[config.mk]
export PLATFORM = sky130hd
export DESIGN_NAME = arb_rr_n
export DESIGN_NICKNAME = d
export VERILOG_FILES = /design/src/rtl/arb_rr_n.sv
export SDC_FILE = /design/constraint.sdc
export NUM_CORES = 1
export LEC_CHECK = 0
export BUFFER_PORTS_ARGS = -buffer_cell sky130_fd_sc_hd__buf_4
export CAP_MARGIN = 25
export CORE_MARGIN = 10
export CORE_UTILIZATION = 50
export CTS_BUF_LIST = sky130_fd_sc_hd__clkbuf_8
export CTS_CLUSTER_SIZE = 24
export DETAILED_ROUTE_END_ITERATION = 8
export PLACE_DENSITY = 0.81
export SETUP_SLACK_MARGIN = 0.2
export SLEW_MARGIN = 30
export SYNTH_ARGS = -nofsm -noshare
export SYNTH_HDL_FRONTEND = slang
export SYNTH_SLANG_ARGS = --single-unit
[constraint.sdc]
create_clock -name clk -period 2.1 [get_ports clk]
set_input_delay 0.21 -clock clk [delete_from_list [all_inputs] [get_ports clk]]
set_output_delay 0.21 -clock clk [all_outputs]
set_load 0.01 [all_outputs]
[src/rtl/arb_rr_n.sv]
// ---------------------------------------------------------------------------
// arb_rr_n -- N-way round-robin arbiter with bounded grant tenure
//
// Grants a shared resource to one of N requesters. The grant is registered
// and one-hot. The owner keeps the resource for as long as it requests. If
// another requester is waiting, the owner is pre-empted after MAX_HOLD
// consecutive cycles. The next owner is found by scanning upward, modulo N,
// from the most recent owner. That owner is therefore always the
// lowest-priority candidate.
//
// Parameters
//   N         number of requesters (>= 2)
//   MAX_HOLD  maximum consecutive grant cycles while others wait (>= 1)
//
// Ports
//   clk        in   1    rising-edge clock
//   rst        in   1    asynchronous reset, active low
//   req        in   N    request vector, bit i = requester i wants the resource
//   gnt        out  N    registered one-hot grant, all-zero when idle
//   gnt_id     out  IDW  index of the current owner, 0 when idle
//   gnt_valid  out  1    high when a grant is active (|gnt)
// ---------------------------------------------------------------------------
module arb_rr_n #(
    parameter int N        = 4,
    parameter int MAX_HOLD = 4,
    localparam int IDW     = $clog2(N)
) (
    input  logic           clk,
    input  logic           rst,
    input  logic [N-1:0]   req,
    output logic [N-1:0]   gnt,
    output logic [IDW-1:0] gnt_id,
    output logic           gnt_valid
);

    localparam int CW = $clog2(MAX_HOLD + 1);

    typedef enum logic {
        IDLE = 1'b0,
        OWN  = 1'b1
    } state_t;

    state_t         state, state_d;
    logic [N-1:0]   gnt_d;
    logic [IDW-1:0] gnt_id_d;
    logic [CW-1:0]  hold_cnt, hold_cnt_d;
    logic [IDW-1:0] last, last_d;
    logic [N-1:0]   others;
    logic [IDW-1:0] win_all, win_oth;

    // First set bit of r scanning p+1, p+2, ... (mod N).
    // Index p itself is visited last, so it is the lowest-priority candidate.
    // The scan steps through an int so that non-power-of-2 N wraps correctly.
    function automatic logic [IDW-1:0] next_winner(input logic [N-1:0]   r,
                                                   input logic [IDW-1:0] p);
        logic [IDW-1:0] w;
        logic           found;
        int             idx;
        w     = p;
        found = 1'b0;
        for (int k = 1; k <= N; k++) begin
            idx = (int'(p) + k) % N;
            if (!found && r[idx[IDW-1:0]]) begin
                found = 1'b1;
                w     = idx[IDW-1:0];
            end
        end
        return w;
    endfunction

    // While OWN, last equals the owner, so scanning from last is the same
    // as scanning from the owner. Masking the owner's own request out of
    // 'others' excludes it when the owner is pre-empted.
    assign others  = req & ~gnt;
    assign win_all = next_winner(req, last);
    assign win_oth = next_winner(others, last);

    always_comb begin
        state_d    = state;
        gnt_id_d   = gnt_id;
        hold_cnt_d = hold_cnt;
        last_d     = last;

        case (state)
            IDLE: begin
                if (|req) begin
                    state_d    = OWN;
                    gnt_id_d   = win_all;
                    hold_cnt_d = CW'(1);
                    last_d     = win_all;
                end
            end
            OWN: begin
                if (!req[gnt_id]) begin
                    // Release: hand over in the same edge so no idle bubble appears.
                    if (|req) begin
                        gnt_id_d   = win_all;
                        hold_cnt_d = CW'(1);
                        last_d     = win_all;
                    end else begin
                        state_d    = IDLE;
                        gnt_id_d   = '0;
                        hold_cnt_d = '0;
                    end
                end else if (hold_cnt == CW'(MAX_HOLD) && |others) begin
                    gnt_id_d   = win_oth;
                    hold_cnt_d = CW'(1);
                    last_d     = win_oth;
                end else if (hold_cnt != CW'(MAX_HOLD)) begin
                    // Saturating count: a sole requester keeps the grant indefinitely.
                    hold_cnt_d = hold_cnt + CW'(1);
                end
            end
            default: begin
                state_d    = IDLE;
                gnt_id_d   = '0;
                hold_cnt_d = '0;
            end
        endcase

        gnt_d = (state_d == OWN) ? (N'(1) << gnt_id_d) : '0;
    end

    // Registered grant state; req reaches the outputs only through these flops.
    always_ff @(posedge clk or negedge rst) begin
        if (!rst) begin
            state    <= IDLE;
            gnt      <= '0;
            gnt_id   <= '0;
            hold_cnt <= '0;
            last     <= IDW'(N - 1);
        end else begin
            state    <= state_d;
            gnt      <= gnt_d;
            gnt_id   <= gnt_id_d;
            hold_cnt <= hold_cnt_d;
            last     <= last_d;
        end
    end

    assign gnt_valid = |gnt;

endmodule
## After elaboration in Yosys (flattened, before gate mapping)

Index checks and enable logic that the tools add are counted.

- Register bits after elaboration: 12
- Bits in latches: 0
- RAM bits: 0
- Bits in read-only memories: 0
- Bits of input ports: 6
- Output and inout port bits: 7
- Word-level logic and storage cells: 92
- Memories kept: 0

- Add/subtract/negate cells: 5
- Multipliers: 0
- Div/mod/pow operators: 0
- Order comparisons: 5
- Eq/ne operators: 5
- Shifts and indexed selects: 1
- Multiplexer cells: 51
- Bitwise gates (word level): 3
- Reduce and logical (&&, ||, !) cells: 17

Operators by type and width:

| operator | number |
|---|---|
| two-way mux 2 bit | 15 |
| binary-select mux 1 bit (select 2 bit) | 9 |
| two-way mux 1 bit | 18 |
| less-than comparator 2 x 3 -> 1 bit (second input constant) | 5 |
| two-way mux 3 bit | 4 |
| OR reduction 4 bit | 3 |
| case mux 2 bit (2 select lines) | 2 |
| logical AND 1 bit | 7 |
| zero test 1 bit | 6 |
| case mux 3 bit (2 select lines) | 1 |
| adder 2 x 1 -> 2 bit (second input constant) | 2 |
| adder 2 bit (second input constant) | 2 |
| AND 4 bit | 1 |
| two-way mux 4 bit | 1 |
| inequality test 4 x 2 -> 1 bit (second input constant) | 1 |
| inverter 4 bit | 1 |
| left shift 1 x 2 -> 4 bit (first input constant) | 1 |
| adder 3 x 1 -> 3 bit (second input constant) | 1 |
| == test 3 bit (second input constant) | 1 |
| inequality test 3 x 2 -> 1 bit (second input constant) | 1 |
| inequality test 3 bit (second input constant) | 1 |
| inequality test 2 bit (second input constant) | 1 |
| case mux 1 bit (2 select lines) | 1 |
| AND reduction 2 bit | 1 |
| inverter 1 bit | 1 |

## Depth between registers and ports, before layout

- Depth after elaboration: 19
- Depth in mapped cells: 7
- Mapped depth without buffers: 7

## Least setup slack after synthesis

No wires, ideal clock.

- Kind: reg-to-reg
- From: reg last[0]
- To: reg gnt[0]
- Setup time: 69 ps
- Arrival: 2024 ps
- Data required time: 2031 ps
- Setup slack: 7 ps
- Cell stages (with the launch flop): 7
- Buffers on the path: 1
- Clock period less this slack: 2093 ps
- Cells stage by stage: dfstp_2 clkbuf_1 nand3b_1 a2111oi_2 a311oi_1 a222oi_1 and4_1

- Word-level cells in the longest chain between the ends: 18
- Elaborated cells between the ends (all ways): 53
- Classes of those cells: 4 x add/sub; 1 x shift; 36 x mux; 12 x reduce/logical

Ends and longest elaborated chain:

| element | RTL line | text |
|---|---|---|
| start, declared | 47 | `logic [IDW-1:0] last, last_d;` |
| start signal, assigned | 131 | `last <= IDW'(N - 1);` |
| start signal, assigned | 137 | `last <= last_d;` |
| adder 2 x 1 -> 2 bit | 62 | `idx = (int'(p) + k) % N;` |
| binary-select mux 1 bit (select 2 bit) | 63 | `if (!found && r[idx[IDW-1:0]]) begin` |
| two-way mux 1 bit (implied by the code) | 63 |  |
| two-way mux 1 bit | 63 |  |
| zero test 1 bit | 63 |  |
| logical AND 1 bit | 63 |  |
| two-way mux 1 bit | 63 |  |
| zero test 1 bit | 63 |  |
| [... 3 more ...] | n/a |  |
| logical AND 1 bit | 63 |  |
| two-way mux 2 bit | 63 |  |
| two-way mux 2 bit, on equally long branches | 96, 105 |  |
| two-way mux 2 bit | 94 | `if (!req[gnt_id]) begin` |
| case mux 2 bit (2 select lines) (*) | 84 | `case (state)` |
| left shift 1 x 2 -> 4 bit (*) | 121 | `gnt_d = (state_d == OWN) ? (N'(1) << gnt_id_d) : '0;` |
| two-way mux 4 bit (*) | 121 |  |
| net gnt_d[0] | 44 | `logic [N-1:0] gnt_d;` |
| end signal, assigned | 134 | `gnt <= gnt_d;` |
| end, declared | 31 | `output logic [N-1:0] gnt,` |

Mark *: on every way through the listed nets, which the timed path passes. The rest lies on a longest branch. The select of a mux whose other input is x is not followed.
A chain may end at the register's enable or synchronous reset.

## Final worst setup path

Same ends and word-level chain as after synthesis.

==> reports/qor_table.md <==
| Metric | This run |
| --- | --- |
| Run status | finished clean |
| Slew Limit Headroom | 69.6% |
| Yosys warning count | 0 |
| Total global routing track utilization | 12.0% |
| DRC errors left | 0 |
| Fraction of final layout cells sized beyond drive strength 1 | 34.7% |
| Worst stage delay on the critical path | 0.56 ns |
| Number of slew-limit violations in the final report | 0 |
| WP data required | 2.28 ns |
| I/O pin cnt | 13 |
| WL per Instance | 16.5 um |
| Remaining number of nets flagged by the antenna check after routing | 0 |
| Initial detailed-routing violation count | 47 |
| Maximum clock path buffer count | 2 |
| Reported leakage power | 0.507 nW |
| Fin worst setup slack | 0.178 ns |
| Share of synthesized area occupied by flip-flops and latches | 33.8% |
| Total CTS buffers | 3 |
| Max_cap viols | 0 |
| Total nets after synthesis | 107 |
| Clock skew after layout | 0.00519 ns |
| Worst Setup Path Type | flop to flop |
| Routed wire length | 2410 um |
| Final critical delay including setup and external delays | 1.92 ns |
| Highest clock frequency the design can meet | 0.520 GHz |
| Post-synthesis cell area | 897 sq um |
| End of the worst register-to-register path | gnt[0] |
| Maximum net fanout on the critical path | 5 |
| Number of distinct library cells after synthesis | 47 |
| Root buf cell | sky130_fd_sc_hd__clkbuf_8 |
| Half-perimeter wire length after detailed placement | 1710 um |
| Reg2Reg Depth | 6 |
| Slew @ Worst Pin | 0.453 ns |
| Clock slew seen by the registers of the worst setup and hold paths | 0.06 ns |
| Clock latency on the worst-skew pair | 0.24 ns |
| Signal arrival time at the worst endpoint | 2.10 ns |
| Final std cells w/o fill | 146 |
| Floorplan row count | 15 |
| Accumulated negative setup slack | 0 ns |
| Type of element launching the critical path | flop |
| Pin count of the biggest net entering global routing | 13 |
| Die Y-Extent | 62.4 um |
| Category of the worst setup path capture point | flop |
| Total number of H-tree levels | 1 |
| Cell count after synthesis | 99 |
| Worst slack, placed | 0.0961 ns |
| Antenna violations before repair | 0 |
| Post-synthesis async set-or-reset flop share | 100% |
| Final clock period utilization by the worst path | 91.5% |
| Die area | 0.00389 sq mm |
| Worst vdd ir | 0.856 mV |
| Port bufs | 12 |
| Area of the core region | 0.00171 sq mm |
| Layout overhead on the synthesized area | 30.1% |
| R2R Setup Slk | 0.18 ns |
| Commonest cells after routing, fill and taps aside | sky130_fd_sc_hd__buf_4, sky130_fd_sc_hd__nand2_1, sky130_fd_sc_hd__dfrtp_1 |
| Num Clock Sinks | 12 |
| Number of global-route vias before repair | 856 |
| Hold Violations, Final | 0 |
| Post-layout net count | 130 |
| Via count | 862 |
| Effective utilization at floorplan | 52.5% |
| Commonest non-fill, non-tap cell in the layout | sky130_fd_sc_hd__buf_4 |
| Gpl congestion | 0.886 |
| Final Setup Violations | 0 |
| Placed instance count | 137 |
| CP max-delay cell | sky130_fd_sc_hd__dfstp_2 |
| CTS tree | done |
| DIE WIDTH | 62.4 um |
| Number of search-and-repair iterations in the first detailed-routing pass | 5 |
| Worst Hold Class | primary input to async pin |
| Total power after layout | 1.71 mW |
| Remaining global-route overflow | 0 |
| Diode insertion count for antenna repair | 0 |
| Mean Syn Cell Area | 9.06 sq um |
| Setup repair after global routing missed its margin | true |
| #FFs+latches synth | 12 |
| Power Dens Cells | 1470 mW/mm^2 |
| Count of flip-flops with a built-in enable after synthesis | 0 |
| Worst path cell trace | nand3b_1 > a2111oi_4 > a311oi_2 > a222oi_1 > buf_4 > and4_1 |
| Detail-routed via count per cell | 5.90 |
| Start of the worst register-to-register path | last[0] |
| Dominant register cell in the synthesized netlist | sky130_fd_sc_hd__dfrtp_1 |
| Global-route wire length before repair | 3970 um |
| Worst Hold Margin | 0.338 ns |
cell usage after synthesis, types with 3 or more instances:
| cell type | n | area share (%) |
|---|---|---|
| sky130_fd_sc_hd__o31ai_1 | 3 | 2.5 |
| sky130_fd_sc_hd__nor2b_1 | 4 | 2.8 |
| sky130_fd_sc_hd__nand2b_1 | 8 | 5.6 |
| sky130_fd_sc_hd__inv_1 | 7 | 2.9 |
| sky130_fd_sc_hd__o21ai_0 | 3 | 1.7 |
| sky130_fd_sc_hd__dfrtp_1 | 10 | 28 |
| sky130_fd_sc_hd__nor2_1 | 3 | 1.3 |
| sky130_fd_sc_hd__o22ai_1 | 4 | 2.8 |
| sky130_fd_sc_hd__nand2_1 | 9 | 3.8 |
state kept, by name, indices dropped and copies added (netlist names):
| register | count |
|---|---|
| hold_cnt | 3 |
| gnt | 4 |
| gnt_id | 2 |
| state | 1 |
| last | 2 |
power breakdown:
part / leakage [nW] / switching (mW) / internal [mW] / total, mW
clock network: 0.0288 / 0.0855 / 0.166 / 0.251
registers: 0.142 / 0.114 / 0.350 / 0.464
logic: 0.336 / 0.494 / 0.504 / 0.998
total: 0.507 / 0.694 / 1.02 / 1.71
how the worst max path moves through the flow:
stage                     slack, ns  cells after the start    start      to
after floorplan                0.17                      5  last[0]  gnt[0]
after global placement         0.16                      6  last[0]  gnt[0]
after detailed placement        0.1                      6  last[0]  gnt[0]
after CTS                      0.21                      6  last[0]  gnt[0]
after global routing           0.09                      6  last[0]  gnt[0]
final                          0.18                      6  last[0]  gnt[0]
critical path, delay by kind of cell, from the launching register on:
kind / cells / cell delay (ns)
and+or+nand+nor: 2 / 0.30
DFF: 1 / 0.56
buffers and inverters: 1 / 0.19
AOI/OAI and AO/OA: 3 / 0.81
cell type report:
type	count	area, sq um
Sequential cell	12	304
Fill cell	136	541
Timing Repair Buffer	23	175
Tap cell	25	31.3
Inverter	8	30.0
Multi-Input combinational cell	74	572
Clock buffer	4	55.1
cell families after synthesis:
group | share of synthesized area, %
AND/OR/NAND/NOR | 26.1
AO/OA/AOI/OAI | 25.5
buffers and inverters | 7.39
flip-flops | 33.8
multiplexers | 3.49
adder cells (fa/ha/maj) | 2.79
XOR/XNOR | 0.976
per-layer routing:
layer	global-route usage (%)	wire (um)
met4	8.10	103
met3	3.58	166
met1	14.7	1030
met2	17.6	1110
met5	0	0
through the flow:
step                cell area (sq um)  util (%)
CTS                              1140      66.7
global route                     1170      68.4
global placement                 1030      60.1
detailed placement               1030      60.1
finish                           1170      68.4
floorplan                         911         -
repair_timing:
action | CTS | global route
hold buffers | 1 | 0
resized for setup | 4 | 6
pin swaps | 3 | 1
buffers inserted | 4 | 0
endpoints found under the setup margin | 5 | 4
endpoints found under the hold margin | 10 | 0
(Power assumes the default switching activity.)
